==> src/rtl/uart_tx_arb.sv <==
// Round-robin, packet-granular arbiter in front of a single uart_tx serializer.
// One requester owns the serializer from its first byte until its last byte
// has been shifted out; ownership then rotates starting after the old owner.
//
// state  | meaning
// -------+-----------------------------------------------------------------
// IDLE   | no owner; arbitrate when the serializer is free and a request is up
// ACCEPT | ready to the owner, waiting for its next byte
// START  | one-cycle start pulse to uart_tx with the latched byte
// WAIT   | byte on the line; wait for tx_done_tick_i
// GAP    | post-packet quiet time of IDLE_GAP cycles before re-arbitrating
module uart_tx_arb #(
  parameter int NUM_REQ  = 4,
  parameter int IDLE_GAP = 0
) (
  input  logic                 clk_i,
  input  logic                 rst_i,
  input  logic [NUM_REQ-1:0]   req_valid_i,
  input  logic [8*NUM_REQ-1:0] req_data_i,
  input  logic [NUM_REQ-1:0]   req_last_i,
  output logic [NUM_REQ-1:0]   req_ready_o,
  output logic [NUM_REQ-1:0]   grant_o,
  output logic [7:0]           tx_din_o,
  output logic                 tx_start_o,
  input  logic                 tx_done_tick_i,
  input  logic                 tx_active_i,
  output logic                 busy_o
);

  localparam int IDX_W = (NUM_REQ > 1) ? $clog2(NUM_REQ) : 1;
  localparam int GAP_W = (IDLE_GAP > 0) ? $clog2(IDLE_GAP + 1) : 1;
  localparam logic [IDX_W-1:0] PTR_RST  = IDX_W'(NUM_REQ - 1);
  // Down-counter terminates at zero, so load one less than the gap length.
  localparam logic [GAP_W-1:0] GAP_LOAD = (IDLE_GAP > 0) ? GAP_W'(IDLE_GAP - 1) : '0;

  typedef enum logic [2:0] {
    ST_IDLE,
    ST_ACCEPT,
    ST_START,
    ST_WAIT,
    ST_GAP
  } state_t;

  state_t             state_q;
  state_t             state_d;
  logic [IDX_W-1:0]   owner_q;
  logic [IDX_W-1:0]   ptr_q;
  logic               last_q;
  logic [GAP_W-1:0]   gap_cnt_q;

  logic               arb_found;
  logic [IDX_W-1:0]   arb_idx;
  logic [IDX_W-1:0]   cand;
  logic               arb_go;

  logic [7:0]         req_bytes [NUM_REQ];

  for (genvar k = 0; k < NUM_REQ; k++) begin : g_bytes
    assign req_bytes[k] = req_data_i[8*k +: 8];
  end

  // Round-robin search: first valid index upward from ptr+1, wrapping.
  always_comb begin
    arb_found = 1'b0;
    arb_idx   = ptr_q;
    cand      = ptr_q;
    for (int i = 1; i <= NUM_REQ; i++) begin
      cand = IDX_W'((int'(ptr_q) + i) % NUM_REQ);
      if (!arb_found && req_valid_i[cand]) begin
        arb_found = 1'b1;
        arb_idx   = cand;
      end
    end
  end

  assign arb_go = !tx_active_i && arb_found;

  // Next-state logic.
  always_comb begin
    state_d = state_q;
    unique case (state_q)
      ST_IDLE:   if (arb_go) state_d = ST_ACCEPT;
      ST_ACCEPT: if (req_valid_i[owner_q]) state_d = ST_START;
      ST_START:  state_d = ST_WAIT;
      ST_WAIT: begin
        if (tx_done_tick_i) begin
          if (!last_q)           state_d = ST_ACCEPT;
          else if (IDLE_GAP > 0) state_d = ST_GAP;
          else                   state_d = ST_IDLE;
        end
      end
      ST_GAP:    if (gap_cnt_q == '0) state_d = ST_IDLE;
      default:   state_d = ST_IDLE;
    endcase
  end

  // Ready goes only to the owner, and only while a byte is being accepted.
  always_comb begin
    req_ready_o = '0;
    if (state_q == ST_ACCEPT) req_ready_o[owner_q] = 1'b1;
  end

  assign tx_start_o = (state_q == ST_START);
  assign busy_o     = (state_q != ST_IDLE);

  // State register.
  always_ff @(posedge clk_i or posedge rst_i) begin
    if (rst_i) state_q <= ST_IDLE;
    else       state_q <= state_d;
  end

  // Owner, pointer, byte latch and gap timer updates keyed off the current state.
  always_ff @(posedge clk_i or posedge rst_i) begin
    if (rst_i) begin
      owner_q   <= '0;
      ptr_q     <= PTR_RST;
      grant_o   <= '0;
      tx_din_o  <= 8'h00;
      last_q    <= 1'b0;
      gap_cnt_q <= '0;
    end else begin
      case (state_q)
        ST_IDLE: begin
          if (arb_go) begin
            owner_q <= arb_idx;
            grant_o <= NUM_REQ'(1) << arb_idx;
          end
        end
        ST_ACCEPT: begin
          if (req_valid_i[owner_q]) begin
            tx_din_o <= req_bytes[owner_q];
            last_q   <= req_last_i[owner_q];
          end
        end
        ST_WAIT: begin
          if (tx_done_tick_i && last_q) begin
            ptr_q     <= owner_q;
            grant_o   <= '0;
            gap_cnt_q <= GAP_LOAD;
          end
        end
        ST_GAP: begin
          if (gap_cnt_q != '0) gap_cnt_q <= gap_cnt_q - GAP_W'(1);
        end
        default: ;
      endcase
    end
  end

endmodule

==> config.mk <==
export PLATFORM = sky130hd
export DESIGN_NAME = uart_tx_arb
export DESIGN_NICKNAME = d
export VERILOG_FILES = /design/src/rtl/uart_tx_arb.sv
export SDC_FILE = /design/constraint.sdc
export NUM_CORES = 1
export LEC_CHECK = 0
export ABC_AREA = 1
export CAP_MARGIN = 20
export CORE_ASPECT_RATIO = 0.8
export CORE_MARGIN = 5
export CORE_UTILIZATION = 40
export DETAILED_ROUTE_END_ITERATION = 12
export PLACE_DENSITY = 0.72
export SLEW_MARGIN = 20
export SYNTH_ARGS = -nofsm -noshare
export SYNTH_HDL_FRONTEND = slang
export SYNTH_SLANG_ARGS = --single-unit
==> constraint.sdc <==
create_clock -name clk_i -period 2.1 [get_ports clk_i]
set_input_delay 0.315 -clock clk_i [delete_from_list [all_inputs] [get_ports clk_i]]
set_output_delay 0.315 -clock clk_i [all_outputs]
set_load 0.03 [all_outputs]
==> impl_metrics.py <==
metrics = {
    "routing": {
        "drc": 0,
        "routed_wl_mm": 4.395,
        "ant_nets": 0,
        "first_iter_violations": 74,
        "drtPass1Iterations": 4,
        "dr_total_vias": 1613,
        "wl_per_cell_um": 13.40,
        "avgViaCountPerCell": 4.918,
    },
    "cts": {
        "clockBufferDepth": 2,
        "clock_sinks": 19,
        "cts_setup_buffers": 0,
        "cts_root_buf": "clkbuf_8",
        "cts_made_buffers": 3,
        "cts_hold_buf": 0,
        "clock_latency_ns": 0.25,
        "clkTransAtPathRegs_ns": 0.07,
        "cts_tree": "built",
        "htreeDepth": 1,
    },
    "placement": {
        "placed_area_sq_um": 2122,
        "portBuffers": 61,
        "dpl.hpwl_mm": 3.543,
        "finalWeightedCongestion": 0.8861,
    },
    "logic_synthesis": {
        "synth_edf_count": 0,
        "synth_top_area_frac": 0.2894,
        "ys_ff_latch": 19,
        "async_flop_share": 1.000,
        "synth_most_common_cell": "nand2_1",
        "ys_warn_count": 0,
        "yosys.area.top_type": "dfrtp_1",
        "syn_nets": 271,
        "synthTopCellsByCount": "93 x nand2_1, 17 x dfrtp_1, 16 x inv_1, 16 x o21ai_0, 12 x nand3_1",
        "yosysSeqAreaShare": 0.3251,
        "syn_area_sq_um": 1470,
        "synth-main-ff-cell": "dfrtp_1",
        "synth_cell_type_count": 25,
        "syn_inst": 223,
        "synth.avg_cell_area_sq_um": 6.593,
        "synthTopCellsByArea": "dfrtp_1 29%, nand2_1 24%, o21ai_0 5.4%, a221oi_1 5.4%, nand2_2 4.7%",
    },
    "sta": {
        "fmax_mhz": 519.3,
        "max_slew_margin": 0.7654,
        "grt_setup_unrepaired": "no",
        "clock_skew_ns": 0.005713,
        "hold_viol": 0,
        "worst_pin_slew_ns": 0.3515,
        "fin_crit_sh": 0.9171,
        "fin_crit_ns": 1.926,
        "setup_viol_count_final": 0,
        "hold_slack_ns": 0.3800,
        "drv_slew": 0,
        "tns_ns": 0,
    },
    "floorplan": {
        "ios": 62,
        "fp.coreArea_sq_um": 3495,
        "rows": 19,
        "start_util": 0.4207,
        "die_h_um": 64.23,
        "die_area_sq_um": 4995,
        "die_w_um": 77.78,
    },
    "power_and_ir_drop": {
        "power_density_nw_per_um2": 1371,
        "vdd_drop_max_v": 0.0007645,
        "power_uw": 2971,
        "p_leak_uw": 0.001047,
    },
    "flow_run": {
        "cap_violations": 0,
    },
    "final_layout": {
        "syn_to_final_growth_pct": 47.40,
        "layout-drive-gt1-share": 0.1049,
        "antenna-diode-count": 0,
        "fin_area_sq_um": 2167,
        "fin_util": 0.6201,
        "nets": 335,
    },
    "hold_path": {
        "min_path_type": "input port to asynchronous set/reset pin",
    },
    "worst_setup_path": {
        "crit_type": "flip-flop to primary output",
        "crit_required_ns": 1.78,
        "cp-end-kind": "primary output",
        "cp-start-kind": "flip-flop",
        "path_max_fanout": 3,
        "arrival_ns": 1.61,
    },
    "global_route": {
        "grt_max_degree": 20,
        "antenna_found_initial": 0,
        "grt_pass1_wl_mm": 7.162,
        "grt_overflow": 0,
        "first_global_vias": 1521,
        "grt_usage": 0.1741,
    },
    "outcome": {
        "status": "finished, final reports clean",
    },
}
[placed cells by master (no fill, tap or decap), drive strengths merged]
| cell type | Yosys | layout |
|---|---|---|
| nand4 | 1 | 1 |
| a21boi | 1 | 1 |
| dfrtp | 17 | 17 |
| inv | 17 | 17 |
| nand2 | 106 | 106 |
| a21oi | 12 | 12 |
| o21ai | 20 | 20 |
| buf | 4 | 6 |
| clkdlybuf4s50 | 0 | 56 |
| a221oi | 9 | 9 |
| dfstp | 2 | 2 |
| dlymetal6s2s | 0 | 1 |
| ha | 4 | 4 |
| clkinv | 1 | 2 |
| dlygate4sd2 | 0 | 3 |
| clkbuf | 3 | 3 |
| nand3 | 12 | 12 |
| nor3 | 1 | 1 |
| nor2 | 13 | 13 |
[critical path, stage by stage, from the launching register on]
cell             delay [ns]
dfrtp_1                0.40
inv_1                  0.10
ha_1                   0.18
clkdlybuf4s50_1        0.68
[routing by layer]
layer,wire length (um),GRT usage,vias to the layer above
li1,-,-,853
met1,2054,0.2318,722
met2,2148,0.2875,36
met3,174,0.04073,2
met4,19,0.03648,0
met5,0,0,-
[final timing paths]
check                                  startpoint                 endpoint  slack (ns)  cells past startpoint
hold / removal                              rst_i  tx_din_o[5]$_DFFE_PP0P_        0.38                      3
min in group clk_i         grant_o[2]$_DFFE_PP0P_   grant_o[2]$_DFFE_PP0P_        0.48                      2
setup / recovery           state_q[0]$_DFFE_PP0P_               tx_start_o        0.17                      3
setup reg to reg             ptr_q[0]$_DFFE_PP1P_   grant_o[0]$_DFFE_PP0P_        0.28                     10
hold reg to reg            grant_o[2]$_DFFE_PP0P_   grant_o[2]$_DFFE_PP0P_        0.48                      2
max in group asynchronous                   rst_i     ptr_q[0]$_DFFE_PP1P_        1.44                      3
[repair_timing]
action,CTS,global route
gates resized for setup,3,1
endpoints found under the hold margin,0,0
setup endpoints to repair,3,1
[logic make-up after synthesis]
kind of cell	Yosys count	share of synthesized area
adder cells (fa/ha/maj)	4	0.03404
buffers and inverters	25	0.07744
AND/OR/NAND/NOR	133	0.3932
flip-flops	19	0.3251
AO/OA/AOI/OAI	42	0.1702
[metrics by stage]
stage | instances | worst slack (ns)
6_report | 328 | 0.1742
3_3_place_gp | 324 | 0.2108
5_1_grt | 328 | 0.09593
4_1_cts | 328 | 0.004946
2_1_floorplan | 223 | 0.4246
3_5_place_dp | 324 | 0.1880
[area by class of cell]
type	count	area, sq um
Sequential cell	19	478.0
Clock buffer	3	41.29
Multi-Input combinational cell	179	878.3
Tap cell	42	52.55
Timing Repair Buffer	66	644.4
Inverter	18	67.56
Clock inverter	1	5.005
Fill cell	337	1328
[power breakdown]
| part | switching (uW) | internal, uW | leakage (uW) |
|---|---|---|---|
| Clock | 118 | 132 | 0.0000255 |
| Sequential | 132 | 536 | 0.000238 |
| Combinational | 1280 | 773 | 0.000783 |
| Total | 1530 | 1440 | 0.00105 |
[sequential cells by signal (all words and copies together) (netlist names)]
| signal | cells |
|---|---|
| tx_din_o | 8 |
| grant_o | 4 |
| owner_q | 2 |
| ptr_q | 2 |
| state_q | 2 |
| last_q | 1 |
(Power assumes the default switching activity.)
